File: src/rtl/matmul_ctrl.sv
// matmul_ctrl
// -----------
// Clocked sequencer for C = A x B on single-precision matrices held in word
// memory. Each matrix is stored as {rows, cols, elements row-major}, with
// element (r,c) at base + 8 + 4*(r*cols + c). The controller reads the four
// header words, checks that the shapes are compatible, writes the C header,
// then runs the i/j/k loop nest. Each multiply-accumulate step goes through
// an external fused multiply-add unit over a req/ack handshake. Each finished
// dot product is written to C.
//
// Ports
//   clk, reset              clock; synchronous active-high reset to IDLE
//   start                   begin a run (sampled only while idle)
//   addr_a/addr_b/addr_c    matrix base byte addresses, captured on start
//   mem_re/mem_we           read / write strobes (never both high)
//   mem_addr/mem_wdata      byte address and write data
//   mem_rdata               read data, valid the cycle after mem_re
//   fma_req                 operands valid; held through the ack cycle
//   fma_a/fma_b/fma_c       operands, result = a*b + c
//   fma_ack/fma_result      one-cycle completion pulse and its result
//   busy                    a run is in progress
//   done                    one-cycle pulse on successful completion
//   err                     sticky dimension error, cleared by the next start

module matmul_ctrl (
  input  logic        clk,
  input  logic        reset,
  input  logic        start,
  input  logic [31:0] addr_a,
  input  logic [31:0] addr_b,
  input  logic [31:0] addr_c,
  output logic        mem_re,
  output logic        mem_we,
  output logic [31:0] mem_addr,
  output logic [31:0] mem_wdata,
  input  logic [31:0] mem_rdata,
  output logic        fma_req,
  output logic [31:0] fma_a,
  output logic [31:0] fma_b,
  output logic [31:0] fma_c,
  input  logic        fma_ack,
  input  logic [31:0] fma_result,
  output logic        busy,
  output logic        done,
  output logic        err
);

  typedef enum logic [3:0] {
    S_IDLE, S_HA0, S_HA1, S_HB0, S_HB1, S_CHK, S_WH0, S_WH1,
    S_RDA,  S_RDB, S_FMA, S_WRC, S_DONE, S_ERR
  } state_t;

  state_t      state_q;

  // Captured bases and header words.
  logic [31:0] a_base_q, b_base_q, c_base_q;
  logic [31:0] rows_a_q, cols_a_q, rows_b_q, cols_b_q;
  logic [31:0] stride_a_q;   // 4*K: byte distance between rows of A
  logic [31:0] stride_b_q;   // 4*N: byte distance between rows of B

  // Loop counters; dimensions are limited to 16 bits by the header check.
  logic [15:0] i_q, j_q, k_q;
  logic [31:0] acc_q;

  // Address pointers, advanced by addition only.
  logic [31:0] a_row_q;      // address of A(i,0)
  logic [31:0] a_ptr_q;      // address of A(i,k)
  logic [31:0] b_col_q;      // address of B(0,j)
  logic [31:0] b_ptr_q;      // address of B(k,j)
  logic [31:0] c_ptr_q;      // address of C(i,j)

  logic [31:0] b_hold_q;     // B operand, held after its read-data cycle
  logic        fma_first_q;  // first cycle of the FMA state

  // Registered outputs.
  logic        mem_re_q, mem_we_q, fma_req_q, busy_q, done_q, err_q;
  logic [31:0] mem_addr_q, mem_wdata_q, fma_a_q, fma_c_q;

  // Next-row pointers and loop-end flags.
  logic [31:0] a_row_d, b_col_d;
  logic        k_last, j_last, i_last;
  logic        dims_bad;

  assign a_row_d = a_row_q + stride_a_q;
  assign b_col_d = b_col_q + 32'd4;
  assign k_last  = (k_q == cols_a_q[15:0] - 16'd1);
  assign j_last  = (j_q == cols_b_q[15:0] - 16'd1);
  assign i_last  = (i_q == rows_a_q[15:0] - 16'd1);

  // Evaluated in CHK, where B cols is still on the read-data bus.
  assign dims_bad = (cols_a_q != rows_b_q)
                  || (rows_a_q == 32'd0) || (cols_a_q == 32'd0)
                  || (rows_b_q == 32'd0) || (mem_rdata == 32'd0)
                  || (rows_a_q[31:16] != 16'd0) || (cols_a_q[31:16] != 16'd0)
                  || (rows_b_q[31:16] != 16'd0) || (mem_rdata[31:16] != 16'd0);

  always_ff @(posedge clk) begin
    // NOTE: every state register here uses non-blocking assignment, so all
    // right-hand sides see the values from before this clock edge.
    if (reset) begin
      state_q     <= S_IDLE;
      a_base_q    <= '0;
      b_base_q    <= '0;
      c_base_q    <= '0;
      rows_a_q    <= '0;
      cols_a_q    <= '0;
      rows_b_q    <= '0;
      cols_b_q    <= '0;
      stride_a_q  <= '0;
      stride_b_q  <= '0;
      i_q         <= '0;
      j_q         <= '0;
      k_q         <= '0;
      acc_q       <= '0;
      a_row_q     <= '0;
      a_ptr_q     <= '0;
      b_col_q     <= '0;
      b_ptr_q     <= '0;
      c_ptr_q     <= '0;
      b_hold_q    <= '0;
      fma_first_q <= 1'b0;
      mem_re_q    <= 1'b0;
      mem_we_q    <= 1'b0;
      mem_addr_q  <= '0;
      mem_wdata_q <= '0;
      fma_req_q   <= 1'b0;
      fma_a_q     <= '0;
      fma_c_q     <= '0;
      busy_q      <= 1'b0;
      done_q      <= 1'b0;
      err_q       <= 1'b0;
    end else begin
      // Strobes are single-cycle unless the transition below re-asserts them.
      mem_re_q <= 1'b0;
      mem_we_q <= 1'b0;
      done_q   <= 1'b0;

      // Each transition sets up the bus outputs of the state it enters.
      case (state_q)
        S_IDLE: begin
          if (start) begin
            a_base_q   <= addr_a;
            b_base_q   <= addr_b;
            c_base_q   <= addr_c;
            err_q      <= 1'b0;
            busy_q     <= 1'b1;
            mem_re_q   <= 1'b1;
            mem_addr_q <= addr_a;
            state_q    <= S_HA0;
          end
        end
        S_HA0: begin
          mem_re_q   <= 1'b1;
          mem_addr_q <= a_base_q + 32'd4;
          state_q    <= S_HA1;
        end
        S_HA1: begin
          rows_a_q   <= mem_rdata;
          mem_re_q   <= 1'b1;
          mem_addr_q <= b_base_q;
          state_q    <= S_HB0;
        end
        S_HB0: begin
          cols_a_q   <= mem_rdata;
          mem_re_q   <= 1'b1;
          mem_addr_q <= b_base_q + 32'd4;
          state_q    <= S_HB1;
        end
        S_HB1: begin
          rows_b_q <= mem_rdata;
          state_q  <= S_CHK;
        end
        S_CHK: begin
          cols_b_q <= mem_rdata;
          if (dims_bad) begin
            state_q <= S_ERR;
          end else begin
            mem_we_q    <= 1'b1;
            mem_addr_q  <= c_base_q;
            mem_wdata_q <= rows_a_q;
            state_q     <= S_WH0;
          end
        end
        S_WH0: begin
          mem_we_q    <= 1'b1;
          mem_addr_q  <= c_base_q + 32'd4;
          mem_wdata_q <= cols_b_q;
          stride_a_q  <= {cols_a_q[29:0], 2'b00};
          stride_b_q  <= {cols_b_q[29:0], 2'b00};
          i_q         <= '0;
          j_q         <= '0;
          k_q         <= '0;
          acc_q       <= '0;
          a_row_q     <= a_base_q + 32'd8;
          a_ptr_q     <= a_base_q + 32'd8;
          b_col_q     <= b_base_q + 32'd8;
          b_ptr_q     <= b_base_q + 32'd8;
          c_ptr_q     <= c_base_q + 32'd8;
          state_q     <= S_WH1;
        end
        S_WH1: begin
          mem_re_q   <= 1'b1;
          mem_addr_q <= a_ptr_q;
          state_q    <= S_RDA;
        end
        S_RDA: begin
          mem_re_q   <= 1'b1;
          mem_addr_q <= b_ptr_q;
          state_q    <= S_RDB;
        end
        S_RDB: begin
          fma_a_q     <= mem_rdata;
          fma_c_q     <= acc_q;
          fma_req_q   <= 1'b1;
          fma_first_q <= 1'b1;
          state_q     <= S_FMA;
        end
        S_FMA: begin
          fma_first_q <= 1'b0;
          if (fma_first_q) begin
            b_hold_q <= mem_rdata;
          end
          if (fma_ack) begin
            acc_q     <= fma_result;
            fma_req_q <= 1'b0;
            if (k_last) begin
              mem_we_q    <= 1'b1;
              mem_addr_q  <= c_ptr_q;
              mem_wdata_q <= fma_result;
              state_q     <= S_WRC;
            end else begin
              k_q        <= k_q + 16'd1;
              a_ptr_q    <= a_ptr_q + 32'd4;
              b_ptr_q    <= b_ptr_q + stride_b_q;
              mem_re_q   <= 1'b1;
              mem_addr_q <= a_ptr_q + 32'd4;
              state_q    <= S_RDA;
            end
          end
        end
        S_WRC: begin
          c_ptr_q <= c_ptr_q + 32'd4;
          k_q     <= '0;
          acc_q   <= '0;
          if (j_last && i_last) begin
            done_q  <= 1'b1;
            state_q <= S_DONE;
          end else if (j_last) begin
            // Next row of C: step A down one row, restart B at column 0.
            j_q        <= '0;
            i_q        <= i_q + 16'd1;
            a_row_q    <= a_row_d;
            a_ptr_q    <= a_row_d;
            b_col_q    <= b_base_q + 32'd8;
            b_ptr_q    <= b_base_q + 32'd8;
            mem_re_q   <= 1'b1;
            mem_addr_q <= a_row_d;
            state_q    <= S_RDA;
          end else begin
            // Next column of C: same A row, B one column to the right.
            j_q        <= j_q + 16'd1;
            a_ptr_q    <= a_row_q;
            b_col_q    <= b_col_d;
            b_ptr_q    <= b_col_d;
            mem_re_q   <= 1'b1;
            mem_addr_q <= a_row_q;
            state_q    <= S_RDA;
          end
        end
        S_DONE: begin
          busy_q  <= 1'b0;
          state_q <= S_IDLE;
        end
        S_ERR: begin
          err_q   <= 1'b1;
          busy_q  <= 1'b0;
          state_q <= S_IDLE;
        end
        default: state_q <= S_IDLE;
      endcase
    end
  end

  assign mem_re    = mem_re_q;
  assign mem_we    = mem_we_q;
  assign mem_addr  = mem_addr_q;
  assign mem_wdata = mem_wdata_q;
  assign fma_req   = fma_req_q;
  assign fma_a     = fma_a_q;
  assign fma_c     = fma_c_q;
  // B read data arrives in the first FMA cycle, the same cycle fma_req rises,
  // so it is forwarded straight from the bus then and held afterwards.
  assign fma_b     = fma_first_q ? mem_rdata : b_hold_q;
  assign busy      = busy_q;
  assign done      = done_q;
  assign err       = err_q;

endmodule

File: config.mk
export PLATFORM = sky130hd
export DESIGN_NAME = matmul_ctrl
export DESIGN_NICKNAME = d
export VERILOG_FILES = /design/src/rtl/matmul_ctrl.sv
export SDC_FILE = /design/constraint.sdc
export NUM_CORES = 2
export LEC_CHECK = 0
export CAP_MARGIN = 20
export CORE_ASPECT_RATIO = 1.5
export CORE_MARGIN = 2
export CORE_UTILIZATION = 35
export DETAILED_ROUTE_END_ITERATION = 8
export PLACE_DENSITY = 0.65
export SLEW_MARGIN = 40
export SYNTH_ARGS = -nofsm -noshare
export SYNTH_HDL_FRONTEND = slang
export SYNTH_SLANG_ARGS = --single-unit
File: constraint.sdc
create_clock -name clk -period 5 [get_ports clk]
set_input_delay 0.5 -clock clk [delete_from_list [all_inputs] [get_ports clk]]
set_output_delay 0.5 -clock clk [all_outputs]
set_load 0.02 [all_outputs]
==> flow_metrics.tcl <==
set metrics [dict create \
    start_util 0.352 \
    synth_ff_type "dfxtp_1" \
    final_common_cell "nand2_1" \
    timing.slew.headroom 0.380 \
    min_period_over_period 0.933 \
    status "finished, final reports clean" \
    num_io_pins 330 \
    netlist_top_cells_area "dfxtp_1 (35%), nand2_1 (9.9%), a21oi_1 (7.6%), nor2_1 (5.0%), xnor2_1 (4.0%)" \
    cts_resized 0 \
    remaining_drc_errors 0 \
    most-common-layout-cells "nand2_1 (1,039), dfxtp_1 (693), a21oi_1 (597)" \
    grtUsageTotal 0.292 \
    root_buffer "clkbuf_16" \
    synth_top_family_by_area "simple AND/OR/NAND/NOR gates" \
    grt_max_degree 198 \
    worstSetupPathType "reg2reg" \
    synth_seq_cells 695 \
    setup_viol 0 \
    port_buffers 329 \
    cts_setup_buffers 0 \
    synth_cells 5339 \
    wl_per_cell_microns 25.0 \
    cts_hold_buffers 0 \
    final_nets 5723 \
    worst_pin_slew_ps 927 \
    vias 41300 \
    syn_to_final_growth_pct 19.1 \
    synth_edf_count 0 \
    ys_warn_count 0 \
    htree_num_levels 3 \
    drt_first_pass_iters 8 \
    cpPeakStageDelay_ps 670 \
    crit_path_end_kind "register" \
    overflow 0 \
    synth_xor_area_frac 0.0724 \
    skew_ps 45.3 \
    die_h_microns 416 \
    path_cells "inv_1 > ha_1 > nor2b_1 > and3_1 > o2111ai_1 > nor4_1 > or4b_1 > nor3_2 > a21oi_2 > nor2_4 > buf_12 > a21oi_1 > a211oi_1" \
    cp_slowest_cell "nor3_2" \
    syn_avg_cell_area_sq_um 7.40 \
    core_sq_mm 0.112 \
    clkTransAtPathRegs_ps 60 \
    rsz0062_at_grt "no" \
    powerDensity_mw_per_mm2 306 \
    synth_compound_area_frac 0.219 \
    gp_congestion 1.05 \
    tns_ps 0 \
    synth_cell_types 99 \
    ir_drop_v 0.000252 \
    numCtsBuffers 77 \
    mappedNetlistNets 5576 \
    drive_gt1_frac 0.0758 \
    die_x_microns 278 \
    synth_top_cell_area_share 0.352 \
    synth_mux_area_frac 0.0187 \
    yosysSeqAreaShare 0.352 \
    yosys.area_share.adder 0.0235 \
    ant_nets 0 \
    max_cap_viol_count 0 \
    fin_ws_ps 336 \
    first_global_vias 39000 \
    cts_tree "done" \
    fillCellCount 11400 \
    dpl.hpwl_microns 126000 \
    antenna_found_initial 6 \
    ctsLongestPathBuffers 3 \
    slew_violations 0 \
    viasPerCell 5.90 \
    fmax_ghz 0.214 \
    dieArea_sq_mm 0.116 \
    arrival_ps 5270 \
    drtIter0Drc 4344 \
    rows 151 \
    grt_pass1_wl_microns 257000 \
    leakage_nw 16.3 \
    hp-class "in2reg" \
    whs_ps 329 \
    synthSimpleGateAreaFrac 0.265 \
    startpoint_type "register" \
    cp.required_ps 5610 \
    totalWireLength_microns 175000 \
    synth_area_leader_cell "dfxtp_1" \
    min_period_ps 4660 \
    clock_sinks 695 \
    synth_area_sq_mm 0.0395 \
    hold_viol_final 0 \
    path_max_fanout 56 \
    fin_cells 7001 \
    place_ws_ps 537 \
    async_flop_share 0 \
    final_core_util 0.419 \
    dpl.cell_count 6858 \
    insertion_delay_ps 710 \
]
[area by class of cell]
| class | count | area, sq um | area share |
|---|---|---|---|
| Clock buffer | 114 | 2250 | 0.0477 |
| Tap cell | 1453 | 1820 | 0.0386 |
| Inverter | 60 | 225 | 0.00478 |
| Sequential cell | 695 | 13900 | 0.296 |
| Multi-Input combinational cell | 4167 | 23900 | 0.507 |
| Antenna cell | 4 | 10.0 | 0.000213 |
| Timing Repair Buffer | 485 | 4670 | 0.0991 |
| Clock inverter | 23 | 324 | 0.00688 |
[metrics by stage]
stage          instance area, sq um  power (W)
2_1_floorplan                 39500    0.00734
3_3_place_gp                  44400    0.00841
3_5_place_dp                  44500    0.00842
4_1_cts                       47000     0.0144
5_1_grt                       47100     0.0148
6_report                      47100     0.0144
[cell usage after synthesis, drive strengths merged (62+ instances only)]
| cell | instances |
|---|---|
| dfxtp | 695 |
| buf | 85 |
| and3 | 68 |
| a311oi | 62 |
| clkbuf | 332 |
| nand4 | 66 |
| nor2 | 532 |
| nor3 | 192 |
| a211oi | 73 |
| o21ai | 200 |
| xnor2 | 182 |
| ha | 71 |
| nand2 | 1043 |
| a22oi | 98 |
| a21oi | 601 |
| xor2 | 142 |
| nand3 | 174 |
[cells by family after synthesis]
family / count (synthesis)
xor gates and xnor gates: 325
muxes: 69
buffers and inverters: 477
and+or+nand+nor: 2328
DFF: 695
AOI/OAI and AO/OA: 1372
adders and majority gates: 73
[worst paths after layout]
path | start | endpoint | slack, ps | cells past startpoint
hold / removal | reset | j_q[0]$_SDFFE_PP0P_ | 330 | 2
setup / recovery | cols_b_q[1]$_SDFFE_PP0P_ | a_row_q[25]$_SDFFE_PP0P_ | 340 | 13
hold reg to reg | acc_q[0]$_SDFFE_PP0P_ | fma_c[0]$_SDFFE_PP0P_ | 450 | 2
setup reg to reg | cols_b_q[1]$_SDFFE_PP0P_ | a_row_q[25]$_SDFFE_PP0P_ | 340 | 13
[sequential cells by signal (all words and copies together) (netlist names), 30 cells and up]
register / flops
b_hold_q: 32
fma_c: 32
b_base_q: 32
mem_addr: 32
fma_a: 32
b_ptr_q: 32
rows_b_q: 32
mem_wdata: 32
acc_q: 32
stride_b_q: 30
b_col_q: 32
a_ptr_q: 32
c_base_q: 32
a_row_q: 32
a_base_q: 32
cols_b_q: 32
stride_a_q: 30
c_ptr_q: 32
cols_a_q: 32
rows_a_q: 32
[power breakdown]
part	internal (W)	switching, W
Combinational	0.000844	0.00146
Clock	0.00339	0.00262
Sequential	0.00574	0.000333
Total	0.00998	0.00441
[critical path, delay by kind of cell (launching register included)]
kind | cells | cell delay, ps
flip-flops | 1 | 380
adder cells (fa/ha/maj) | 1 | 230
AO/OA/AOI/OAI | 4 | 840
AND/OR/NAND/NOR | 6 | 2670
buffers and inverters | 2 | 410
[routing by layer]
layer  vias up  part of all wire  track usage
li1      19200                 -            -
met1     19600              0.39        0.351
met2      2026              0.45        0.468
met3       506             0.086       0.0591
met4         4             0.079        0.200
met5         -           0.00017            0
(Power assumes the default switching activity.)
